### src/rtl/fetch_ctrl_pkg.sv
// Shared types for the instruction fetch controller: bus request/response
// structs, the fetch FSM state encoding and the default reset vector.
package fetch_ctrl_pkg;

  localparam logic [31:0] RESET_PC_DEFAULT = 32'hbfc0_0000;

  typedef enum logic [1:0] {
    ST_IDLE = 2'd0,
    ST_REQ  = 2'd1,
    ST_WAIT = 2'd2,
    ST_HOLD = 2'd3
  } fetch_state_t;

  typedef struct packed {
    logic        valid;
    logic [31:0] addr;
  } ibus_req_t;

  typedef struct packed {
    logic        addr_ok;
    logic        data_ok;
    logic [31:0] data;
  } ibus_resp_t;

  function automatic logic misaligned(input logic [31:0] addr);
    return addr[1:0] != 2'b00;
  endfunction

endpackage

### src/rtl/fetch_ctrl_if.sv
// Instruction bus between the fetch controller (master) and memory (slave).
interface fetch_ctrl_if;
  import fetch_ctrl_pkg::*;

  ibus_req_t  req;
  ibus_resp_t resp;

  modport master (output req, input resp);
  modport slave  (input req, output resp);

endinterface

### src/rtl/fetch_ctrl.sv
// Single-outstanding instruction fetch FSM with redirect handling and
// misaligned-PC exception delivery.
module fetch_ctrl
  import fetch_ctrl_pkg::*;
#(
  parameter logic [31:0] RESET_PC = RESET_PC_DEFAULT
) (
  input  logic         clk,
  input  logic         resetn,
  fetch_ctrl_if.master ibus,
  input  logic         stall_in,
  input  logic         redirect,
  input  logic [31:0]  redirect_pc,
  output logic         instr_valid,
  output logic [31:0]  pc_out,
  output logic [31:0]  instr_out,
  output logic         addr_error,
  output logic [31:0]  bad_vaddr,
  output logic         fetch_stall
);

  fetch_state_t state_q, state_d;
  logic [31:0]  pc_q, pc_d;
  logic         pend_q, pend_d;
  logic [31:0]  pend_pc_q, pend_pc_d;
  logic         instr_valid_q, instr_valid_d;
  logic [31:0]  pc_out_q, pc_out_d;
  logic [31:0]  instr_out_q, instr_out_d;
  logic         addr_error_q, addr_error_d;
  logic [31:0]  bad_vaddr_q, bad_vaddr_d;
  logic [31:0]  flush_pc_s;
  logic         rsp_done_s;
  ibus_req_t    req_s;

  always_comb begin
    state_d       = state_q;
    pc_d          = pc_q;
    pend_d        = pend_q;
    pend_pc_d     = pend_pc_q;
    instr_valid_d = instr_valid_q;
    pc_out_d      = pc_out_q;
    instr_out_d   = instr_out_q;
    addr_error_d  = addr_error_q;
    bad_vaddr_d   = bad_vaddr_q;
    // A redirect in the completion cycle beats any earlier latched target.
    flush_pc_s    = redirect ? redirect_pc : pend_pc_q;
    rsp_done_s    = ibus.resp.data_ok && ((state_q == ST_WAIT) || ibus.resp.addr_ok);

    case (state_q)
      ST_IDLE: begin
        if (redirect) begin
          pc_d = redirect_pc;
        end else if (misaligned(pc_q)) begin
          state_d       = ST_HOLD;
          instr_valid_d = 1'b1;
          pc_out_d      = pc_q;
          instr_out_d   = 32'd0;
          addr_error_d  = 1'b1;
          bad_vaddr_d   = pc_q;
        end else begin
          state_d = ST_REQ;
        end
      end

      ST_REQ, ST_WAIT: begin
        if (redirect) begin
          pend_d    = 1'b1;
          pend_pc_d = redirect_pc;
        end else begin
          pend_d    = pend_q;
        end
        // The bus transaction always runs to completion; only its data is dropped.
        if (rsp_done_s) begin
          if (redirect || pend_q) begin
            state_d = ST_IDLE;
            pc_d    = flush_pc_s;
            pend_d  = 1'b0;
          end else begin
            state_d       = ST_HOLD;
            instr_valid_d = 1'b1;
            pc_out_d      = pc_q;
            instr_out_d   = ibus.resp.data;
            addr_error_d  = 1'b0;
            bad_vaddr_d   = 32'd0;
          end
        end else if ((state_q == ST_REQ) && ibus.resp.addr_ok) begin
          state_d = ST_WAIT;
        end else begin
          state_d = state_q;
        end
      end

      ST_HOLD: begin
        if (redirect || !stall_in) begin
          state_d       = ST_IDLE;
          pc_d          = redirect ? redirect_pc : pc_q + 32'd4;
          instr_valid_d = 1'b0;
          addr_error_d  = 1'b0;
          bad_vaddr_d   = 32'd0;
        end else begin
          instr_valid_d = 1'b1;
        end
      end

      default: begin
        state_d = ST_IDLE;
      end
    endcase
  end

  always_ff @(posedge clk or negedge resetn) begin
    if (!resetn) begin
      state_q       <= ST_IDLE;
      pc_q          <= RESET_PC;
      pend_q        <= 1'b0;
      pend_pc_q     <= 32'd0;
      instr_valid_q <= 1'b0;
      pc_out_q      <= RESET_PC;
      instr_out_q   <= 32'd0;
      addr_error_q  <= 1'b0;
      bad_vaddr_q   <= 32'd0;
    end else begin
      state_q       <= state_d;
      pc_q          <= pc_d;
      pend_q        <= pend_d;
      pend_pc_q     <= pend_pc_d;
      instr_valid_q <= instr_valid_d;
      pc_out_q      <= pc_out_d;
      instr_out_q   <= instr_out_d;
      addr_error_q  <= addr_error_d;
      bad_vaddr_q   <= bad_vaddr_d;
    end
  end

  always_comb begin
    req_s.valid = (state_q == ST_REQ);
    req_s.addr  = (state_q == ST_REQ) ? pc_q : 32'd0;
  end

  assign ibus.req    = req_s;
  assign fetch_stall = (state_q == ST_REQ) || (state_q == ST_WAIT) || pend_q;
  assign instr_valid = instr_valid_q;
  assign pc_out      = pc_out_q;
  assign instr_out   = instr_out_q;
  assign addr_error  = addr_error_q;
  assign bad_vaddr   = bad_vaddr_q;

endmodule

### src/flat_wrapper.sv
// flat-port wrapper written by rule: the top's interface ports become plain ports
module fetch_ctrl_flat import fetch_ctrl_pkg::*;
#(
  parameter logic [31:0] RESET_PC = RESET_PC_DEFAULT
)
  (clk, resetn, stall_in, redirect, redirect_pc, instr_valid, pc_out, instr_out, addr_error, bad_vaddr, fetch_stall, ibus_req, ibus_resp);
  fetch_ctrl_if ibus_i ();
  input  logic clk;
  input  logic resetn;
  input  logic stall_in;
  input  logic redirect;
  input  logic [31:0] redirect_pc;
  output logic instr_valid;
  output logic [31:0] pc_out;
  output logic [31:0] instr_out;
  output logic addr_error;
  output logic [31:0] bad_vaddr;
  output logic fetch_stall;
  output wire logic [$bits(ibus_i.req)-1:0] ibus_req;
  input wire logic [$bits(ibus_i.resp)-1:0] ibus_resp;
  assign ibus_req = ibus_i.req;
  assign ibus_i.resp = ibus_resp;
  fetch_ctrl #(.RESET_PC(RESET_PC)) u_core (.clk(clk), .resetn(resetn), .ibus(ibus_i), .stall_in(stall_in), .redirect(redirect), .redirect_pc(redirect_pc), .instr_valid(instr_valid), .pc_out(pc_out), .instr_out(instr_out), .addr_error(addr_error), .bad_vaddr(bad_vaddr), .fetch_stall(fetch_stall));
endmodule
### config.mk
export PLATFORM = sky130hd
export DESIGN_NAME = fetch_ctrl_flat
export DESIGN_NICKNAME = d
export VERILOG_FILES = /design/src/rtl/fetch_ctrl_pkg.sv /design/src/rtl/fetch_ctrl_if.sv /design/src/rtl/fetch_ctrl.sv /design/src/flat_wrapper.sv
export SDC_FILE = /design/constraint.sdc
export NUM_CORES = 1
export LEC_CHECK = 0
export BUFFER_PORTS_ARGS = -buffer_cell sky130_fd_sc_hd__buf_4
export CORE_MARGIN = 8
export CORE_UTILIZATION = 40
export CTS_CLUSTER_SIZE = 14
export DETAILED_ROUTE_END_ITERATION = 10
export PLACE_DENSITY = 0.66
export SLEW_MARGIN = 30
export SYNTH_ARGS = -nofsm -noshare
export SYNTH_HDL_FRONTEND = slang
export SYNTH_SLANG_ARGS = --single-unit
export TNS_END_PERCENT = 100
### constraint.sdc
create_clock -name clk -period 2.8 [get_ports clk]
set_input_delay 0 -clock clk [delete_from_list [all_inputs] [get_ports clk]]
set_output_delay 0 -clock clk [all_outputs]
set_load 0.05 [all_outputs]
---- Word level (Yosys, flattened, before mapping) ----
Cells that the tools add are included.
cells by class
  eq/ne operators ......................... 11
  reductions and logical operators ........ 17
  add/sub/neg operators ................... 1
  mux-type cells .......................... 42
operators with widths
  cell                     number
  $mux W32                 18
  $pmux W32 S3             2
  $pmux W32 S2             2
  $add A32 B3 Y32 const B  1
  $mux W2                  6
  $mux W1                  11
  $reduce_and A5 Y1        2
  $ne A2 B1 Y1 const B     4
  $reduce_and A4 Y1        2
  $ne A2 B2 Y1 const B     3
  $pmux W1 S3              2
  $pmux W2 S3              1
  $logic_or A1 B1 Y1       5
  $eq A2 B2 Y1 const B     2
  $reduce_bool A2 Y1       2
  $ne A3 B1 Y1 const B     1
  $reduce_and A3 Y1        1
  $eq A2 B1 Y1 const B     1
  $logic_and A1 B1 Y1      2
  $logic_not A2 Y1         1
  $reduce_or A2 Y1         1
  $logic_not A1 Y1         1
word-level totals
  input bits .............................. 70
  word-level logic and storage cells ...... 80
  output and inout bits ................... 132
  register bits after elaboration ......... 165

---- Longest topological paths before layout ----
Gate-level depths: netlist of the first run.
  depth after elaboration ................. 5
  gate-level depth with buffers ........... 10
  depth with buffers taken out ............ 7

---- Least setup slack after synthesis of the first run ----
No wires, ideal clock.
  kind .................................... flip-flop to flip-flop
  from .................................... register u_core.state_q[0]
  to ...................................... register u_core.pc_q[15]
  cell stages (with the launch flop) ...... 11
  path slack .............................. 0.713 ns
  required time ........................... 2.678 ns
  arrival time ............................ 1.965 ns
  setup time .............................. 0.122 ns
  buffers on the path ..................... 3
  period minus slack after synthesis ...... 2.087 ns
  path through ............................ dfrtp_1 > inv_1 > ha_1 > buf_2 > or2_0 > clkbuf_1 > buf_2 > a32o_1 > nor2_1 > o31ai_1 > a32o_1
on the way
  longest elaborated chain between the ends .. 5
  elaborated cells between the ends (all ways) .. 13
  classes of those cells .................. eq/ne: 7; mux: 1; reduce/logical: 5
ends and longest elaborated chain
  what                                line                                source
  start, declared                     fetch_ctrl.sv:22                    fetch_state_t state_q, state_d;
  start signal, assigned              fetch_ctrl.sv:123                   state_q <= state_d;
  $eq A2 B2 Y1                        fetch_ctrl.sv:47, fetch_ctrl.sv:49
  $logic_or A1 B1 Y1                  fetch_ctrl.sv:47                    rsp_done_s = ibus.resp.data_ok && ((state_q == ST_WAIT) || ibus.resp.addr_ok);
  $logic_and A1 B1 Y1                 fetch_ctrl.sv:47
  $ne A2 B1 Y1 (no source line)       --
  $reduce_and A4 Y1 (no source line)  --
  end signal, assigned                fetch_ctrl.sv:124                   pc_q <= pc_d;
  end, declared                       fetch_ctrl.sv:23                    logic [31:0] pc_q, pc_d;
Parallel ways exist; a longest one is shown, timed or not.
A chain may end at the register's enable or synchronous reset.

---- Worst setup path in the final report of the first run ----
  from .................................... register u_core.state_q[0]
  to ...................................... register u_core.bad_vaddr_q[27], in the netlist u_core.bad_vaddr[27]
on the way
  longest elaborated chain between the ends .. 5
  elaborated cells between the ends (all ways) .. 14
  classes of those cells .................. eq/ne: 8; mux: 1; reduce/logical: 5
ends and longest elaborated chain
  what                                line                                source
  $eq A2 B2 Y1                        fetch_ctrl.sv:47, fetch_ctrl.sv:49
  $logic_or A1 B1 Y1                  fetch_ctrl.sv:47
  $logic_and A1 B1 Y1                 fetch_ctrl.sv:47
  $ne A2 B1 Y1 (no source line)       --
  $reduce_and A5 Y1 (no source line)  --
  end signal, assigned                fetch_ctrl.sv:131                   bad_vaddr_q <= bad_vaddr_d;
  end, declared                       fetch_ctrl.sv:30                    logic [31:0] bad_vaddr_q, bad_vaddr_d;
Parallel ways exist; a longest one is shown, timed or not.

==> run summary, run 1 <==
Status: finished clean
Final ANT Viol Nets: 0
Max Slew Vio Count: 0
Crit end category: register
F_max: 410 MHz
Slowest cell delay on critical path: 0.65 ns
Critical path buffers and inverters: 2
R2r setup slk: 0.36 ns
Post-detail-place hpwl: 17.9 mm
Initial antenna violation count: 1
Clk network pwr share: 15.4%
Seq/Total Area, Yosys: 50.1%
CP max-delay cell: and4_2
Max Cap Viol: 0
Die Area: 25600 um^2
Chip Height: 160 um
Clock Skews: 0.0153 ns
Power, Total: 0.0157 W
Critical Path Fanout Max: 40
Yosys cell types: 74
Vias/cell: 5.39
Number of synthesized flops with an enable pin: 0
Synth area leader: dfrtp_1
Post-CTS setup buffer count: 0
Crit-path cells: inv_1, ha_1, o21ai_1, o21ai_0, and4_2, buf_12, nand3_1, o21ai_0
Switching pwr: 0.00764 W
Final period util: 87.1%
Final worst setup slack: 0.361 ns
Clk slew on worst S/H paths: 0.07 ns
Post-synthesis cell area: 8290 um^2
Fraction of registers with async set/reset: 100%
GP Congestion: 0.830
First-pass GRT wire length: 41.2 mm
Mapped Nets: 882
Commonest non-fill, non-tap cell in the layout: buf_4
Core ar.: 20300 um^2
Most numerous cell on the critical path: o21ai_0
P_leak: 5.15 nW
Gates resized, CTS repair: 0
Std cell rows: 52
Synth warnings: 0
HP Class: primary input to async pin
CTS tree: done
Syn avg cell area: 10.3 um^2
CP delay by family, top: simple AND/OR/NAND/NOR gates
Dominant synthesized flop cell: dfrtp_1
Commonest cells after routing, fill and taps aside: buf_4 (220), dfrtp_1 (147), o21ai_0 (95)
Tot GR Track Use: 20.0%
CP Class: register to register
H-Tree Level Count: 4
Total number of vias: 7201
IO Port Bufs: 201
Largest net degree at the start of global routing: 79
Synth top area share: 44.4%
Die width: 160 um
Placement Setup Slack: 0.358 ns
Post-DR wirelength/cell: 19.5 um
Ports: 202
DR DRC count: 0
Num Clock Sinks: 165
Crit start category: register
Slew of the pin with the lowest slew margin: 0.735 ns
Synth area leaders: dfrtp_1 (44%), mux2_2 (8.2%), o21ai_0 (5.7%)
RSZ-0062 raised after global routing: false
WP data arrival: 2.79 ns
Initial core utilization: 40.8%
Fin. Hold Viols: 0
Setup TNS: 0 ns
DRT Pass-1 Iters: 6
Placed insts: 1236
Vias in the first global route: 7157
Final instance area: 11400 um^2
Internal: 0.00804 W
Finished Layout Cells: 1337
CTS root buf: clkbuf_16
Worst vdd ir: 0.000623 V
# setup viols final: 0
Yosys reg bits: 165
Detailed Route Iter0 Violations: 706
Area after DPL: 10100 um^2
PD cells: 1380 nW/um^2
CTS Buf Count: 17
Net Sw Frac: 48.7%
Layout cells sized above 1: 33.6%
Maximum clock insertion buffer count: 2
NumNets Final: 1129
GRT Residual Overflow: 0
Gate power share: 56.1%
Final wirelength: 26.0 mm
Clk_lat worst skew: 0.43 ns
P&R area growth vs syn: 37.4%
Min Tclk post-route: 2.44 ns
Slew headroom: 51.0%
Reg power frac: 28.5%
WP data required: 3.15 ns
Post-Synthesis Cells: 806
synth_stat cells (14+ instances only):
master and count:
nand3_1 48, buf_2 26, nand2_1 44, inv_1 44
and2_1 33, dfstp_2 18, a22o_1 40, nor2_1 33
clkbuf_1 34, dfrtp_1 147, mux2_2 60, nor3_1 14
o21ai_0 95, a21oi_1 14
area by class of cell:
| cell class | count | area (um^2) |
|---|---|---|
| Inverter | 44 | 165 |
| Antenna cell | 1 | 2.50 |
| Sequential cell | 165 | 4150 |
| Multi-Input combinational cell | 532 | 3700 |
| Timing Repair Buffer | 293 | 2420 |
| Clock inverter | 14 | 165 |
| Fill cell | 1807 | 8910 |
| Tap cell | 270 | 338 |
| Clock buffer | 18 | 439 |
worst reg2reg max path, stage by stage, from the launching register on:
cell and delay (ns):
dfrtp_1 0.40, inv_1 0.13, ha_1 0.22, o21ai_1 0.12, o21ai_0 0.39, and4_2 0.65
buf_12 0.25, nand3_1 0.11, o21ai_0 0.11
per-stage QoR:
stage	hold slack (ns)	utilization, %
floorplan	-0.296	-
global placement	0.0880	49.8
detailed placement	0.0840	49.8
CTS	0.186	56.1
global route	0.230	56.1
finish	0.161	56.1
per-layer routing:
metal	vias to the layer above	global-route usage (%)	part of all wire, %
met4	0	5.99	1.7
met5	-	0	0
li1	3425	-	-
met2	267	31.4	47
met1	3479	27.4	46
met3	30	4.22	5.9
cell families (layout without fill, tap and decap cells):
logic type / Yosys count / after routing / share of synthesized area, %
AND/OR/NAND/NOR: 222 / 222 / 14.8
other: 0 / 1 / 0
multiplexers: 62 / 62 / 8.40
XOR/XNOR: 4 / 4 / 0.423
flip-flops: 165 / 165 / 50.1
buffers and inverters: 109 / 369 / 5.51
adder cells (fa/ha/maj): 6 / 6 / 0.906
AO/OA/AOI/OAI: 238 / 238 / 19.9
worst paths after layout:
kind	cells past startpoint	startpoint	endpoint
max	8	u_core.state_q[0]	u_core.bad_vaddr[27]
min reg2reg	2	u_core.pend_pc_q[10]	u_core.pend_pc_q[10]
max reg2reg	8	u_core.state_q[0]	u_core.bad_vaddr[27]
min in group clk	4	redirect	u_core.pc_q[6]
min	2	resetn	u_core.pend_pc_q[6]
max in group asynchronous	3	resetn	u_core.pc_out[31]
power by group through the flow:
stage / clock, W / sequential [W] / combinational, W
after floorplan: 0 / 0.00587 / 0.00463
after global placement: 0 / 0.00446 / 0.00861
after detailed placement: 0 / 0.00448 / 0.00870
after CTS: 0.00246 / 0.00445 / 0.00881
after global routing: 0.00254 / 0.00462 / 0.00940
final: 0.00241 / 0.00447 / 0.00880
flip-flops by register name (all words and copies together), names as in the netlist:
register,count
u_core.bad_vaddr,32
u_core.instr_out,32
u_core.pc_out,32
u_core.pc_q,32
u_core.pend_pc_q,32
u_core.state_q,2
u_core.addr_error,1
u_core.instr_valid,1
u_core.pend_q,1
timing repair:
| item | in CTS | in global routing |
|---|---|---|
| endpoints found under the hold margin | 155 | 0 |
| hold buffers | 68 | 0 |
| setup endpoints to repair | 0 | 0 |
Power figures use the tool's default switching activity.
==> run 2: changes to the inputs <==
--- a/config.mk
+++ b/config.mk
@@ -10,8 +10,8 @@
 export CORE_UTILIZATION = 40
 export CTS_CLUSTER_SIZE = 14
 export DETAILED_ROUTE_END_ITERATION = 10
+export MAX_ROUTING_LAYER = met4
 export PLACE_DENSITY = 0.66
-export SLEW_MARGIN = 30
 export SYNTH_ARGS = -nofsm -noshare
 export SYNTH_HDL_FRONTEND = slang
 export SYNTH_SLANG_ARGS = --single-unit
==> run summary, run 2 (same netlist as run 1, synthesis figures left out) <==
Status: finished clean
Net Sw Frac: 48.7%
Post-DR wirelength/cell: 19.5 um
WP data arrival: 2.78 ns
Reg power frac: 28.6%
Tot GR Track Use: 20.6%
Final period util: 87.1%
Crit end category: register
F_max: 410 MHz
Commonest non-fill, non-tap cell in the layout: buf_4
Critical Path Fanout Max: 40
Num Clock Sinks: 165
Clk slew on worst S/H paths: 0.07 ns
Initial antenna violation count: 1
CP Class: register to register
Clk network pwr share: 15.4%
Internal: 0.00804 W
Maximum clock insertion buffer count: 2
Fin. Hold Viols: 0
Total number of vias: 7232
Gates resized, CTS repair: 0
Vias in the first global route: 7163
Std cell rows: 52
Slew of the pin with the lowest slew margin: 0.759 ns
Critical R2R Capture: u_core.bad_vaddr[23]
Initial core utilization: 40.8%
Die Area: 25600 um^2
Layout cells sized above 1: 33.6%
Final wirelength: 26.1 mm
GP Congestion: 0.843
Largest net degree at the start of global routing: 79
Max Cap Viol: 0
DRT Pass-1 Iters: 5
CP max-delay cell: and4_2
Crit start category: register
Final ANT Viol Nets: 0
RSZ-0062 raised after global routing: false
Post-detail-place hpwl: 17.9 mm
Max Slew Vio Count: 0
H-Tree Level Count: 4
GRT Residual Overflow: 0
HP Class: primary input to async pin
# setup viols final: 0
R2r setup slk: 0.36 ns
Worst R2R Start: u_core.state_q[0]
Clk_lat worst skew: 0.43 ns
CTS tree: done
CTS Buf Count: 17
P_leak: 5.15 nW
Placed insts: 1236
Die width: 160 um
Commonest cells after routing, fill and taps aside: buf_4 (220), dfrtp_1 (147), o21ai_0 (95)
Core ar.: 20300 um^2
Worst vdd ir: 0.000624 V
Detailed Route Iter0 Violations: 812
Post-CTS setup buffer count: 0
Crit-path cells: inv_1, ha_1, o21ai_1, o21ai_0, and4_2, buf_12, nand3_1, o21ai_0
Vias/cell: 5.41
DR DRC count: 0
WP data required: 3.15 ns
IO Port Bufs: 201
Ports: 202
NumNets Final: 1129
Setup TNS: 0 ns
Worst-case reg-to-reg path depth: 8
Chip Height: 160 um
Slowest cell delay on critical path: 0.64 ns
Finished Layout Cells: 1337
Gate power share: 56.0%
P&R area growth vs syn: 37.4%
CTS root buf: clkbuf_16
Most numerous cell on the critical path: o21ai_0
Switching pwr: 0.00764 W
Clock Skews: 0.0136 ns
PD cells: 1380 nW/um^2
Slew headroom: 49.4%
Min Tclk post-route: 2.44 ns
First-pass GRT wire length: 41.2 mm
[run 2: cell counts in the layout (fill, tap and decap cells not counted)]
No cell type changed its count.
[run 2: area by class of cell]
type	count	area (um^2)
Timing Repair Buffer	293	2420
Clock buffer	18	439
Inverter	44	165
Tap cell	270	338
Fill cell	1807	8910
Clock inverter	14	165
Multi-Input combinational cell	532	3700
Antenna cell	1	2.50
Sequential cell	165	4150
[run 2: what timing repair did]
item / in CTS / in global routing
endpoints found under the setup margin: 0 / 0
hold buffers: 68 / 0
hold endpoints to repair: 155 / 0
[run 2: how the worst max path moves through the flow]
stage,from,to,cells past startpoint
after floorplan,u_core.state_q[0],u_core.pc_q[15],10
after global placement,u_core.state_q[0],u_core.bad_vaddr[0],8
after detailed placement,u_core.state_q[0],u_core.bad_vaddr[30],8
after CTS,u_core.state_q[0],u_core.bad_vaddr[27],8
after global routing,u_core.state_q[0],u_core.bad_vaddr[0],8
final,u_core.state_q[0],u_core.bad_vaddr[23],8
[run 2: power by group through the flow]
stage | combinational (W) | clock [W] | sequential (W)
3_5_place_dp | 0.00870 | 0 | 0.00448
6_report | 0.00878 | 0.00242 | 0.00448
2_1_floorplan | 0.00463 | 0 | 0.00587
3_3_place_gp | 0.00861 | 0 | 0.00446
4_1_cts | 0.00881 | 0.00246 | 0.00445
5_1_grt | 0.00941 | 0.00254 | 0.00462
[run 2: worst max-delay path: cells and delay by family (launching register included)]
kind,cells,cell delay (ns)
simple gates,2,0.73
fa+ha+maj,1,0.22
flops,1,0.40
compound gates,3,0.61
buf+inv,2,0.38
[run 2: metal layers]
metal | share of wire, % | track usage (%)
met2 | 47 | 31.4
met3 | 5.8 | 3.73
met5 | 0 | -
met1 | 46 | 27.6
met4 | 1.7 | 6.24
[run 2: per-stage QoR]
stage	total power, W	utilization, %	hold WS, ns	cell area, um^2	setup WS [ns]
global route	0.0166	56.1	0.229	11400	0.146
floorplan	0.0105	-	-0.296	8290	0.713
CTS	0.0157	56.1	0.186	11400	0.352
global placement	0.0131	49.8	0.0880	10100	0.457
detailed placement	0.0132	49.8	0.0840	10100	0.358
finish	0.0157	56.1	0.162	11400	0.362
